<file path="config.mk">
export PLATFORM = sky130hd
export DESIGN_NAME = instr_fetch
export DESIGN_NICKNAME = d
export VERILOG_FILES = /design/src/rtl/instr_fetch.sv
export SDC_FILE = /design/constraint.sdc
export NUM_CORES = 1
export LEC_CHECK = 0
export CORE_MARGIN = 2
export CORE_UTILIZATION = 25
export CTS_CLUSTER_SIZE = 14
export DETAILED_ROUTE_END_ITERATION = 7
export HOLD_SLACK_MARGIN = 0.1
export PLACE_DENSITY = 0.43
export SYNTH_ARGS = -nofsm -noshare
export SYNTH_HDL_FRONTEND = slang
export SYNTH_SLANG_ARGS = --single-unit
</file>
<file path="constraint.sdc">
create_clock -name clk -period 10.5 [get_ports clk]
set_clock_uncertainty 0.2 [all_clocks]
set_input_delay 2.1 -clock clk [delete_from_list [all_inputs] [get_ports clk]]
set_output_delay 2.1 -clock clk [all_outputs]
set_load 0.005 [all_outputs]
</file>
<file path="src/rtl/instr_fetch.sv">
// -----------------------------------------------------------------------------
// instr_fetch
//   Instruction fetch stage feeding the decoder. Holds the fetch PC, issues
//   single-outstanding word reads on the imem request/ack bus, buffers returned
//   words in a small {pc, instr} FIFO and presents the head to the decoder.
//   Honours decoder stall and branch redirect (flush + restart).
//
// Configuration macro:
//   FETCH_PREFETCH_EN  defined   -> 2-entry FIFO, one instruction per cycle
//                                   sustained with zero-wait memory.
//                      undefined -> 1-entry FIFO, next request only after
//                                   the head pops (one instruction / 2 cycles).
//
// Parameters:
//   RESET_PC      first fetch address after reset (word aligned)
//   BUBBLE_INSTR  encoding driven on instr_o when the FIFO is empty
//
// Ports:
//   clk            clock
//   rst_n          asynchronous active-low reset
//   stall_i        hold head entry
//   redirect_i     flush FIFO, restart fetch at redirect_pc_i
//   redirect_pc_i  new fetch PC, bits [1:0] ignored
//   imem_req_o     registered read request
//   imem_addr_o    request address, stable while a request is unacked
//   imem_ack_i     request accepted, rdata valid this cycle
//   imem_rdata_i   instruction word
//   instr_o        FIFO head instruction or BUBBLE_INSTR
//   instr_valid_o  FIFO non-empty
//   pc_o           address of instr_o, holds last value when empty
// -----------------------------------------------------------------------------
module instr_fetch #(
    parameter logic [31:0] RESET_PC     = 32'h0000_0000,
    parameter logic [31:0] BUBBLE_INSTR = 32'h0000_0000
) (
    input  logic        clk,
    input  logic        rst_n,
    input  logic        stall_i,
    input  logic        redirect_i,
    input  logic [31:0] redirect_pc_i,
    output logic        imem_req_o,
    output logic [31:0] imem_addr_o,
    input  logic        imem_ack_i,
    input  logic [31:0] imem_rdata_i,
    output logic [31:0] instr_o,
    output logic        instr_valid_o,
    output logic [31:0] pc_o
);

`ifdef FETCH_PREFETCH_EN
    localparam int DEPTH = 2;
`else
    localparam int DEPTH = 1;
`endif

    localparam int PW    = (DEPTH > 1) ? $clog2(DEPTH) : 1;
    localparam int CW    = $clog2(DEPTH + 1);
    // Storage is rounded up to a power of two so the pointer width always
    // matches the array index width; unused slots are never addressed.
    localparam int SLOTS = 1 << PW;
    localparam logic [PW-1:0] LAST_IDX = PW'(DEPTH - 1);
    localparam logic [CW-1:0] FULL_CNT = CW'(DEPTH);

    localparam logic [1:0] S_IDLE  = 2'd0;
    localparam logic [1:0] S_REQ   = 2'd1;
    localparam logic [1:0] S_DRAIN = 2'd2;

    logic [1:0]    state, state_next;
    logic [31:0]   fpc, fpc_next, addr_next, last_pc, redirect_tgt;
    logic [CW-1:0] count, count_next;
    logic [PW-1:0] rd_ptr, wr_ptr;
    logic          accepted, push, pop, fits;
    logic          unused_bits;

    logic [31:0] pc_mem    [SLOTS];
    logic [31:0] instr_mem [SLOTS];

    function automatic logic [PW-1:0] ptr_inc(input logic [PW-1:0] p);
        return (p == LAST_IDX) ? '0 : p + 1'b1;
    endfunction

    assign redirect_tgt = {redirect_pc_i[31:2], 2'b00};
    assign unused_bits  = ^redirect_pc_i[1:0];

    // Only an ack in REQ carries a word for the current stream; an ack in
    // DRAIN just retires the abandoned request.
    assign accepted = (state == S_REQ) && imem_ack_i;
    assign push     = accepted && !redirect_i;
    assign pop      = instr_valid_o && !stall_i && !redirect_i;

    always_comb begin
        count_next = count;
        if (redirect_i) begin
            count_next = '0;
        end else if (push && !pop) begin
            count_next = count + 1'b1;
        end else if (!push && pop) begin
            count_next = count - 1'b1;
        end
    end

    assign fits = (count_next < FULL_CNT);

    always_comb begin
        fpc_next = fpc;
        if (redirect_i) begin
            fpc_next = redirect_tgt;
        end else if (accepted) begin
            fpc_next = fpc + 32'd4;
        end
    end

    always_comb begin
        state_next = state;
        case (state)
            S_IDLE:  state_next = fits ? S_REQ : S_IDLE;
            S_REQ: begin
                if (!imem_ack_i) begin
                    // Cannot withdraw an unacked request: drain it instead.
                    state_next = redirect_i ? S_DRAIN : S_REQ;
                end else begin
                    state_next = fits ? S_REQ : S_IDLE;
                end
            end
            // A redirect here only retargets fpc; the old request still
            // has to complete before the new one can be issued.
            S_DRAIN: state_next = imem_ack_i ? S_REQ : S_DRAIN;
            default: state_next = S_IDLE;
        endcase
    end

    // While draining, the bus keeps the abandoned address.
    assign addr_next = (state_next == S_DRAIN) ? imem_addr_o : fpc_next;

    always_ff @(posedge clk or negedge rst_n) begin
        if (!rst_n) begin
            state       <= S_IDLE;
            imem_req_o  <= 1'b0;
            imem_addr_o <= RESET_PC;
            fpc         <= RESET_PC;
            count       <= '0;
            rd_ptr      <= '0;
            wr_ptr      <= '0;
            last_pc     <= RESET_PC;
        end else begin
            state       <= state_next;
            imem_req_o  <= (state_next != S_IDLE);
            imem_addr_o <= addr_next;
            fpc         <= fpc_next;
            count       <= count_next;
            last_pc     <= pc_o;
            if (redirect_i) begin
                rd_ptr <= '0;
                wr_ptr <= '0;
            end else begin
                if (push) wr_ptr <= ptr_inc(wr_ptr);
                if (pop)  rd_ptr <= ptr_inc(rd_ptr);
            end
        end
    end

    // FIFO payload: no reset needed, qualified by count.
    always_ff @(posedge clk) begin
        if (push) begin
            pc_mem[wr_ptr]    <= imem_addr_o;
            instr_mem[wr_ptr] <= imem_rdata_i;
        end
    end

    assign instr_valid_o = (count != '0);
    assign instr_o       = instr_valid_o ? instr_mem[rd_ptr] : BUBBLE_INSTR;
    assign pc_o          = instr_valid_o ? pc_mem[rd_ptr] : last_pc;

endmodule

</file>
Word level (Yosys, flattened, before mapping) --
Memories as Yosys holds them, arrays and structs flattened. Index checks and enable logic that the tools add are counted.
Operators by class: $add $sub $neg 5, equality and inequality tests 3, reduce and logical (&&, ||, !) cells 14, mux-type cells 20, order comparisons 1
Operators with widths (count):
- $mux 32 | 4
- $add 32x3->32 const B | 1
- $mux 1 | 12
- $logic_and 1x1->1 | 6
- $mux 2 | 3
- $pmux 2 s3 | 1
- $reduce_bool 2->1 | 3
- $eq 2x2->1 const B | 2
- $logic_not 1->1 | 4
- $add 1x1->1 const B | 3
- $eq 2x1->1 const B | 1
- $logic_not 2->1 | 1
- $lt 1x1->1 const B | 1
- $sub 1x1->1 const B | 1
Storage, ports and cells: RAM bits 128, input port bits 69, memories kept 2, word-level logic and storage cells 53, output and inout bits 98, register bits 102
Memories:
- instr_mem | depth 2, bits a word 32, read ports 1, clocked after memory_dff 0, wr ports 1, line 76 | logic [31:0] instr_mem [SLOTS];
- pc_mem | depth 2, bits a word 32, read ports 1, clocked after memory_dff 0, wr ports 1, line 75 | logic [31:0] pc_mem [SLOTS];

Longest topological paths before layout --
Gate-level depths: netlist of the first run.
word-level depth 13, mapped depth 7, depth with buffers taken out 6

Worst setup path before layout of the first run --
OpenSTA, ideal clock, no wires.
kind input to register, start point input redirect_i, end point memory instr_mem[0][0], enable pin, arrival time 5.347 ns, buffers on the path 3, data required time 9.813 ns, slack 4.467 ns, cell stages on the path 4, setup time 0.487 ns, path through clkbuf_1 > clkbuf_1 > clkbuf_1 > nor2_1
Between the ends: longest elaborated chain between the ends 4
RTL lines:
- start, declared | line 39 | input logic redirect_i,
- $logic_not 1->1 | line 88 | assign push = accepted && !redirect_i;
- $logic_and 1x1->1 | line 88
- via push | line 72 | logic accepted, push, pop, fits;
- $mux 1 | line 164 | if (push) begin
- $mux 1 (not written as such) | line 166 | instr_mem[wr_ptr] <= imem_rdata_i;
- end, declared | line 76
The timed path passes the listed nets, and every way through them passes these cells.

Worst setup path in the final report of the first run --
start point register count (netlist: instr_valid_o), end point output pc_o[15]
Between the ends: longest elaborated chain between the ends 1
RTL lines:
- start, declared | line 70 | logic [CW-1:0] count, count_next;
- start signal, assigned | line 150 | count <= count_next;
- $mux 32 | line 172 | assign pc_o = instr_valid_o ? pc_mem[rd_ptr] : last_pc;
- end, declared | line 47 | output logic [31:0] pc_o
Every way passes these cells.

==> impl_results.md, run 1 <==
- Rel. slew slack: approximately 24%
- Clock root cell: clkbuf_16
- First-pass GRT wire length: roughly 27,000 um
- CTS buffer count: 17
- Die area: around 0.028 sq mm
- Critical path arrival: 2500 ps
- CTS Sinks: 164
- Final Hold Viols: 0
- Global routing usage on met3: under 10%
- Mapped Cells: approximately 470
- Syn Nets: ~540
- Reg clk slew, reported paths: 70 ps
- Initial antenna violation count: 0
- Endpoints failing setup: 0
- DR iter-0 viols: 236
- Crit Path Class: flip-flop to output pin
- Cell row count: just under 60
- Endpoint class of the critical path: output pin
- Area delta synth->final: 40.54%
- Gate power share: a little under a quarter
- Nets: 711
- Switching share of power: 25.29%
- Drt total wl: 16,960 um
- TNS Setup: 0 ps
- DRC errors left: 0
- Post-CTS setup buffer count: 0
- M1 GR Usage: between 10% and 20%
- PostCTS Resize Cnt: 0
- Internal Pwr Total: ~1.5 mW
- ANT cells: 0
- Synth unique cells: a little over 40
- Syn Area/Cell: 13.88 sq um
- GRT Total Usage: 12.60%
- Yosys warns: 0
- Ys flop type: dfrtp_1
- Status: complete, no violations
- Sequential fraction of the synthesis area: slightly below 70%
- Worst skew pair latency: 430 ps
- RSZ-0062 raised after global routing: false
- ANT nets after route: 0
- Hold Buf Count CTS: 0
- Min Tclk post-route: slightly below 5000 ps
- Pin count of the biggest net entering global routing: 61
- Synthesized area: approximately 0.0066 sq mm
- WP data required: between 8000 and 9000 ps
- Tcrit/Tclk final: between 40 and 50%
- CTS tree: built
- Clock power share: between 30% and 40%
- Number of synthesized flops with an enable pin: between 60 and 70
- Via count: between 4,000 and 5,000
- H-tree depth: 4
- Initial Util: about a quarter
- Share of post-route cells with drive strength above 1: between 10% and 20%
- Final GP Congestion: approximately 0.70
- Met2 Use GR: between 20% and 30%
- Die Ht: around 170 um
- IO Pins: approximately 170
- GRT busiest layer: met2
- CTS max path bufs: 2
- Min-delay worst type: flip-flop to flip-flop
- PortBufs: between 150 and 200
- Slew Viols, Final: 0
- Most frequent cells in the layout: clkdlybuf4s50_1, dfrtp_1, edfxtp_1
- Global route overflow: 0
- Max-cap violation count: 0
- Ys async rst share: between 60% and 70%
- Fin util: a little over a third
- Vias in the first global route: between 4,000 and 5,000
- Area share of the largest cell type after synthesis: 38.03%
- Net Switching: around 510 uW
- Sequential fraction of design power: around 43%
- Die W: around 170 um
- Least-Margin Pin Slew: between 1000 and 1500 ps
- Most common cell after layout, fill and taps aside: clkdlybuf4s50_1
- Top cell type by total area after synthesis: dfrtp_1
- Drt via density: roughly 4.5
- WL/cell: 17.15 um
- Number of synthesized register bits: approximately 160
- Startpoint class of the critical path: flip-flop
- DR pass1 iterations: 4
- Leak pwr: between 3 and 4 nW
- Worst vdd ir: around 0.10 mV
- CORE AREA: 0.02598 sq mm
- Max FO, Critical Path: between 50 and 60
- DP Wirelength: between 10,000 and 15,000 um
- Synth top area cells: dfrtp_1, edfxtp_1, mux2_2, and2_1, a221o_1
- Power consumption: around 2 mW
- Power per cell area: between 200 and 250 mW/mm^2
- FMAX: around 210 MHz
per-layer routing:
metal / wire length (um) / share of wire, %
met1: 7781 / 46
met2: 7815 / 46
met3: 1007 / 5.9
met4: 357 / 2.1
met5: 0 / 0
area by class of cell:
cell class | count | area [sq um]
fill | 2543 | 16740
sequential | 164 | 4425
inverter | 10 | 37.54
timing repair buffer | 170 | 1679
tap | 335 | 419.2
clock buffer | 22 | 485.5
clock inverter | 10 | 143.9
multi-input combinational | 278 | 2057
sequential cells by signal (all words and copies together) (netlist names):
signal / flops
fpc: 32
instr_mem: 32
pc_mem: 32
state: 2
imem_req_o: 1
last_pc: 32
imem_addr_o: 32
instr_valid_o: 1
worst paths after layout:
check / slack (ps) / endpoint / cells past startpoint / startpoint
min reg2reg: 270 / pc_mem[0][14] / 0 / imem_addr_o[14]
max in group asynchronous: 7370 / imem_addr_o[30] / 2 / rst_n
max: 5700 / pc_o[15] / 3 / instr_valid_o
min: 270 / pc_mem[0][14] / 0 / imem_addr_o[14]
max reg2reg: 7710 / imem_addr_o[31] / 5 / fpc[14]
min in group asynchronous: 1440 / last_pc[0] / 1 / rst_n
power groups by stage:
stage / clock, mW / combinational [mW] / sequential, mW
2_1_floorplan: 0 / 0.196 / 0.855
3_3_place_gp: 0 / 0.479 / 0.869
3_5_place_dp: 0 / 0.484 / 0.875
4_1_cts: 0.684 / 0.486 / 0.862
5_1_grt: 0.713 / 0.516 / 0.877
6_report: 0.668 / 0.473 / 0.859
logic make-up (layout without fill, tap and decap cells):
logic type      after synthesis  after routing  share of synthesized area, %
flops                       164            164                         67.24
simple gates                153            153                         12.74
mux                          57             57                         9.736
compound gates               40             40                         4.659
buf+inv                      32            212                         1.844
xor+xnor                     27             27                         3.594
fa+ha+maj                     1              1                        0.1901
critical path, cell delays in order, from the launching register on:
cell and delay [ps]:
dfrtp_2 610, buf_4 520, mux2_2 420, clkdlybuf4s50_1 470
metrics by stage:
| step | instances | setup WS, ps | hold WS, ps | instance area [sq um] |
|---|---|---|---|---|
| CTS | 989 | 5608 | 277.3 | 9248 |
| global placement | 957 | 5465 | 263.6 | 8618 |
| global route | 989 | 5536 | 278.9 | 9248 |
| detailed placement | 957 | 5435 | 273.5 | 8618 |
| floorplan | 474 | 4467 | 266.4 | 6580 |
| finish | 989 | 5698 | 272.3 | 9248 |
Yosys cell counts (9+ instances only):
cell      count
a221o_1      15
and2_1       33
and3_1       16
clkbuf_1     19
dfrtp_1     100
edfxtp_1     64
inv_1         9
mux2_2       56
nand2_1      30
nand3_1      11
nand4_1      12
nor2_1       22
o21ai_0      11
xnor2_1      17
xor2_1       10
Note: power is estimated with default switching activity, not from simulation.
==> run 2: changes to the inputs <==
==> constraint.sdc (replaced) <==
create_clock -name clk -period 4.63 [get_ports clk]
set_clock_uncertainty 0.2 [all_clocks]
set_input_delay 0.926 -clock clk [delete_from_list [all_inputs] [get_ports clk]]
set_output_delay 0.926 -clock clk [all_outputs]
set_load 0.005 [all_outputs]
==> impl_results.md, run 2 (same netlist as run 1, synthesis figures left out) <==
- H-tree depth: 4 (unchanged)
- CTS Sinks: 164 (unchanged)
- Worst R2R Setup Slack: 1740 ps (was 7710 ps)
- CP startpoint: instr_valid_o (unchanged)
- M1 GR Usage: 17.09% (was 16.29%)
- Initial antenna violation count: 1 (was 0)
- Pin count of the biggest net entering global routing: 65 (was 61)
- Hold Buf Count CTS: 0 (unchanged)
- Global routing usage on met3: 3.622% (was 3.956%)
- Min-delay worst type: flip-flop to flip-flop (unchanged)
- Die W: 166.2 um (unchanged)
- Reg clk slew, reported paths: 70 ps (about the same)
- Nets: 714 (was 711)
- GRT Total Usage: 12.65% (was 12.60%)
- Endpoint class of the critical path: output pin (unchanged)
- FMAX: between 200 and 300 MHz
- CTS buffer count: 17 (unchanged)
- Pre-CTS setup slack: 984.9 ps (was 5435 ps)
- First-pass GRT wire length: 27,210 um (was 27,300 um)
- Most common cell after layout, fill and taps aside: clkdlybuf4s50_1 (unchanged)
- Area delta synth->final: 40.84% (was 40.54%)
- Endpoints failing setup: 0 (unchanged)
- Cell row count: 59 (unchanged)
- Drt via density: 4.462 (was 4.503)
- IO Pins: 167 (unchanged)
- DP Wirelength: 11,430 um (was 11,420 um)
- CTS tree: built (unchanged)
- Rel. slew slack: 18.74% (was 24.11%)
- Reg2reg end: imem_addr_o[31] (unchanged)
- Power per cell area: 487.3 mW/mm^2 (was 216.2 mW/mm^2)
- WL/cell: 17.36 um (was 17.15 um)
- Max FO, Critical Path: 37 (was 51)
- Setup WS post-layout: 989.7 ps (was 5698 ps)
- Drt total wl: 17,220 um (was 16,960 um)
- Met2 Use GR: 19.83% (was 20.13%)
- Worst Hold Launch: imem_addr_o[1] (was imem_addr_o[14])
- ANT cells: 0 (unchanged)
- Leak pwr: 3.532 nW (was 3.524 nW)
- Clock root cell: clkbuf_16 (unchanged)
- Critical path arrival: 2510 ps (was 2500 ps)
- DR iter-0 viols: 199 (was 236)
- WHS Endpoint: pc_mem[0][1] (was pc_mem[0][14])
- Worst vdd ir: 0.2264 mV (was 0.09999 mV)
- WP data required: 3500 ps (was 8200 ps)
- Max-cap violation count: 0 (unchanged)
- Vias in the first global route: 4,542 (was 4,709)
- Final Non-Filler Cells: 992 (was 989)
- Global route overflow: 0 (unchanged)
- Crit Path Class: flip-flop to output pin (unchanged)
- Tcrit/Tclk final: slightly below 80%
- DRC errors left: 0 (unchanged)
- Final Hold Viols: 0 (unchanged)
- Share of post-route cells with drive strength above 1: 15.83% (was 15.29%)
- Filler cell count: 2,520 (was 2,543)
- # placed instances: 960 (was 957)
- ANT nets after route: 0 (unchanged)
- Least-Margin Pin Slew: 1208 ps (was 1128 ps)
- Status: complete, no violations (unchanged)
- Final GP Congestion: 0.7184 (was 0.7028)
- Min Tclk post-route: roughly 3600 ps
- Hold path depth: 0 (unchanged)
- Startpoint class of the critical path: flip-flop (unchanged)
- TNS Setup: 0 ps (unchanged)
- Initial Util: 25.32% (unchanged)
- Die Ht: 166.2 um (unchanged)
- RSZ-0062 raised after global routing: false (unchanged)
- Die area: 0.02763 sq mm (unchanged)
- Via count: 4,426 (was 4,453)
- Worst skew pair latency: 430 ps (about the same)
- DR pass1 iterations: 4 (unchanged)
- Final Cell Area: 0.009268 sq mm (was 0.009248 sq mm)
- CORE AREA: 0.02598 sq mm (unchanged)
- Most frequent cells in the layout: clkdlybuf4s50_1, dfrtp_1, edfxtp_1 (unchanged)
- R2R depth: 5 (unchanged)
- Post-CTS setup buffer count: 0 (unchanged)
- Slew Viols, Final: 0 (unchanged)
- GRT busiest layer: met2 (unchanged)
- CTS max path bufs: 2 (unchanged)
- Post-DP Area: 0.008653 sq mm (was 0.008618 sq mm)
- PortBufs: 164 (unchanged)
- Reg2reg start: fpc[14] (unchanged)
- PostCTS Resize Cnt: 0 (unchanged)
## run 2: cell types whose count changed in the layout (fill, tap and decap cells not counted), sizes merged
cell / change
clkbuf: -3
inv: +2
buf: +3
clkinvlp: +1
## run 2: how the worst max path moves through the flow
stage                            to  slack, ps  depth (start not counted)
floorplan           instr_mem[0][0]        840                          4
global placement    imem_addr_o[22]       1140                          6
detailed placement  imem_addr_o[22]        980                          6
CTS                      instr_o[1]        880                          3
global route             instr_o[9]        790                          3
finish                  instr_o[20]        990                          3
## run 2: metrics by stage
| step | hold WS, ps | power (mW) | utilization (%) |
|---|---|---|---|
| 2_1_floorplan | 266.4 | 2.381 | - |
| 3_3_place_gp | 268.8 | 3.073 | 33.30 |
| 3_5_place_dp | 264.1 | 3.088 | 33.30 |
| 4_1_cts | 271.2 | 4.597 | 35.67 |
| 5_1_grt | 291.9 | 4.745 | 35.67 |
| 6_report | 273.1 | 4.516 | 35.67 |
## run 2: critical path, cell delays in order, from the launching register on
cell and delay (ps):
dfrtp_2 1020, buf_4 380, and2_1 160, clkdlybuf4s50_1 500
## run 2: cell type report
cell class / instances / area [sq um] / share of cell area, %
Clock buffer: 19 / 442.9 / 4.779
Clock inverter: 13 / 171.4 / 1.850
Inverter: 10 / 37.54 / 0.4050
Multi-Input combinational cell: 278 / 2057 / 22.20
Sequential cell: 164 / 4425 / 47.75
Tap cell: 335 / 419.2 / 4.523
Timing Repair Buffer: 173 / 1714 / 18.50
## run 2: power by group
part / switching, mW / internal, mW
clock: 0.612 / 0.872
sequential: 0.152 / 1.81
combinational: 0.404 / 0.667
total: 1.17 / 3.35
## run 2: per-layer routing
layer  vias to the layer above  share of wire (%)
met4                         2                1.1
met5                         -              0.076
met2                       139                 46
met1                      2204                 48
li1                       2062                  -
met3                        19                5.6
==> run 3: changes to the inputs <==
==> constraint.sdc (replaced) <==
create_clock -name clk -period 3.7 [get_ports clk]
set_clock_uncertainty 0.2 [all_clocks]
set_input_delay 0.74 -clock clk [delete_from_list [all_inputs] [get_ports clk]]
set_output_delay 0.74 -clock clk [all_outputs]
set_load 0.005 [all_outputs]
==> impl_results.md, run 3 (same netlist as run 1, synthesis figures left out) <==
- Status: complete, no violations (unchanged)
- Die area: 0.02763 sq mm (unchanged)
- DR pass1 iterations: 4 (unchanged)
- Global route overflow: 0 (unchanged)
- Cell row count: 59 (unchanged)
- Worst R2R Setup Slack: 1220 ps (was 1740 ps)
- Die Ht: 166.2 um (unchanged)
- Power per cell area: 597.4 mW/mm^2 (was 487.3 mW/mm^2)
- CTS buffer count: 17 (unchanged)
- Internal Pwr Total: 4.097 mW (was 3.349 mW)
- CTS tree: built (unchanged)
- Clock power share: 31.1% (was 32.9%)
- Area delta synth->final: 40.83% (was 40.84%)
- Reg2reg start: state[1] (was fpc[14])
- Drt via density: 4.490 (was 4.462)
- Share of post-route cells with drive strength above 1: 15.61% (was 15.83%)
- FMAX: between 300 and 400 MHz
- Worst vdd ir: 0.2958 mV (was 0.2264 mV)
- Reg clk slew, reported paths: 60 ps (was 70 ps)
- Initial Util: 25.32% (unchanged)
- CTS max path bufs: 2 (unchanged)
- Least-Margin Pin Slew: 900.7 ps (was 1208 ps)
- RSZ-0062 raised after global routing: false (unchanged)
- DP Wirelength: 11,660 um (was 11,430 um)
- WL/cell: 17.58 um (was 17.36 um)
- Rel. slew slack: 39.88% (was 18.74%)
- Tcrit/Tclk final: 79.35%
- Hold Buf Count CTS: 0 (unchanged)
- Pin count of the biggest net entering global routing: 67 (was 65)
- IO Pins: 167 (unchanged)
- Critical path arrival: 2000 ps (was 2510 ps)
- Filler cell count: 2,520 (unchanged)
- Switching share of power: 25.99% (was 25.86%)
- Fin util: 35.66% (was 35.67%)
- Net Switching: 1.439 mW (was 1.168 mW)
- Vias in the first global route: 4,591 (was 4,542)
- Clock root cell: clkbuf_16 (unchanged)
- DRC errors left: 0 (unchanged)
- PostCTS Resize Cnt: 0 (unchanged)
- Initial antenna violation count: 0 (was 1)
- Gate power share: 25.0% (was 23.7%)
- Slew Viols, Final: 0 (unchanged)
- ANT nets after route: 0 (unchanged)
- Endpoint class of the critical path: output pin (unchanged)
- Most frequent cells in the layout: clkdlybuf4s50_1, dfrtp_1, edfxtp_1 (unchanged)
- Die W: 166.2 um (unchanged)
- CP startpoint: instr_valid_o (unchanged)
- WP data required: 2760 ps (was 3500 ps)
- First-pass GRT wire length: 27,520 um (was 27,210 um)
- Nets: 717 (was 714)
- Final Hold Viols: 0 (unchanged)
- Max FO, Critical Path: 66 (was 37)
- Startpoint class of the critical path: flip-flop (unchanged)
- Post-CTS setup buffer count: 0 (unchanged)
- GRT Total Usage: 12.72% (was 12.65%)
- Min Tclk post-route: 2936 ps
- Worst skew pair latency: 420 ps (was 430 ps)
- CTS Sinks: 164 (unchanged)
- CORE AREA: 0.02598 sq mm (unchanged)
- Endpoints failing setup: 0 (unchanged)
- DR iter-0 viols: 244 (was 199)
- Drt total wl: 17,490 um (was 17,220 um)
- Most common cell after layout, fill and taps aside: clkdlybuf4s50_1 (unchanged)
- ANT cells: 0 (unchanged)
- Final GP Congestion: 0.7187 (was 0.7184)
- Sequential fraction of design power: 43.9% (was 43.4%)
- Max-cap violation count: 0 (unchanged)
- TNS Setup: 0 ps (unchanged)
- H-tree depth: 4 (unchanged)
- Leak pwr: 3.537 nW (was 3.532 nW)
- Crit Path Class: flip-flop to output pin (unchanged)
- PortBufs: 164 (unchanged)
- Via count: 4,468 (was 4,426)
- Min-delay worst type: input pin to asynchronous set/reset pin (was flip-flop to flip-flop)
run 3: cell types whose count changed in the layout (fill, tap and decap cells not counted):
| cell | change |
|---|---|
| buf_12 | +2 |
| buf_4 | +1 |
| bufinv_16 | -1 |
| clkbuf_8 | -1 |
| clkinv_1 | +4 |
| clkinv_2 | +1 |
| clkinvlp_4 | -1 |
| inv_6 | -2 |
run 3: layout make-up:
| class | count | area, sq um | share of cell area [%] |
|---|---|---|---|
| clock buffers | 18 | 429.2 | 4.631 |
| clock inverters | 14 | 136.4 | 1.472 |
| inverters | 10 | 37.54 | 0.4051 |
| multi-input cells | 278 | 2057 | 22.20 |
| flip-flops and latches | 164 | 4425 | 47.76 |
| well taps | 335 | 419.2 | 4.523 |
| repair buffers | 176 | 1762 | 19.01 |
run 3: path summary, 6_finish.rpt:
kind / end / cells past startpoint
min in group clk: pc_mem[0][1] / 0
max in group asynchronous: last_pc[21] / 2
worst max-delay path: pc_o[17] / 3
worst min register to register: pc_mem[0][1] / 0
worst max register to register: imem_addr_o[27] / 5
worst min-delay path: imem_addr_o[0] / 1
run 3: metrics by stage:
stage               area [sq um]  power, mW  std cells  hold slack (ps)  setup WS, ps
detailed placement          8701      3.878        963            262.7         368.7
floorplan                   6583      2.979        474            244.4         98.54
CTS                         9266      5.640        995            110.1         716.7
global route                9266      5.835        995            109.8         617.3
finish                      9266      5.536        995            96.26         764.0
global placement            8701      3.851        963            267.2         390.6
run 3: power groups by stage:
stage	Combinational, mW	Sequential (mW)	Clock [mW]
after floorplan	0.557	2.42	0
after global placement	1.39	2.46	0
after detailed placement	1.41	2.47	0
after CTS	1.42	2.44	1.79
after global routing	1.50	2.47	1.86
final	1.38	2.43	1.72
run 3: worst max-delay path, cell delays in order, from the launching register on:
cell and delay [ps]:
dfrtp_2 370, buf_12 300, mux2_2 400, clkdlybuf4s50_1 480
run 3: routing by layer:
layer  up-vias  global-route usage, %  part of all wire [%]
met5         -                      0                     0
met4         0                  3.711                   1.5
met3        18                  3.646                   5.2
met2       132                  19.75                    46
met1      2250                  17.36                    48
li1       2068                      -                     -
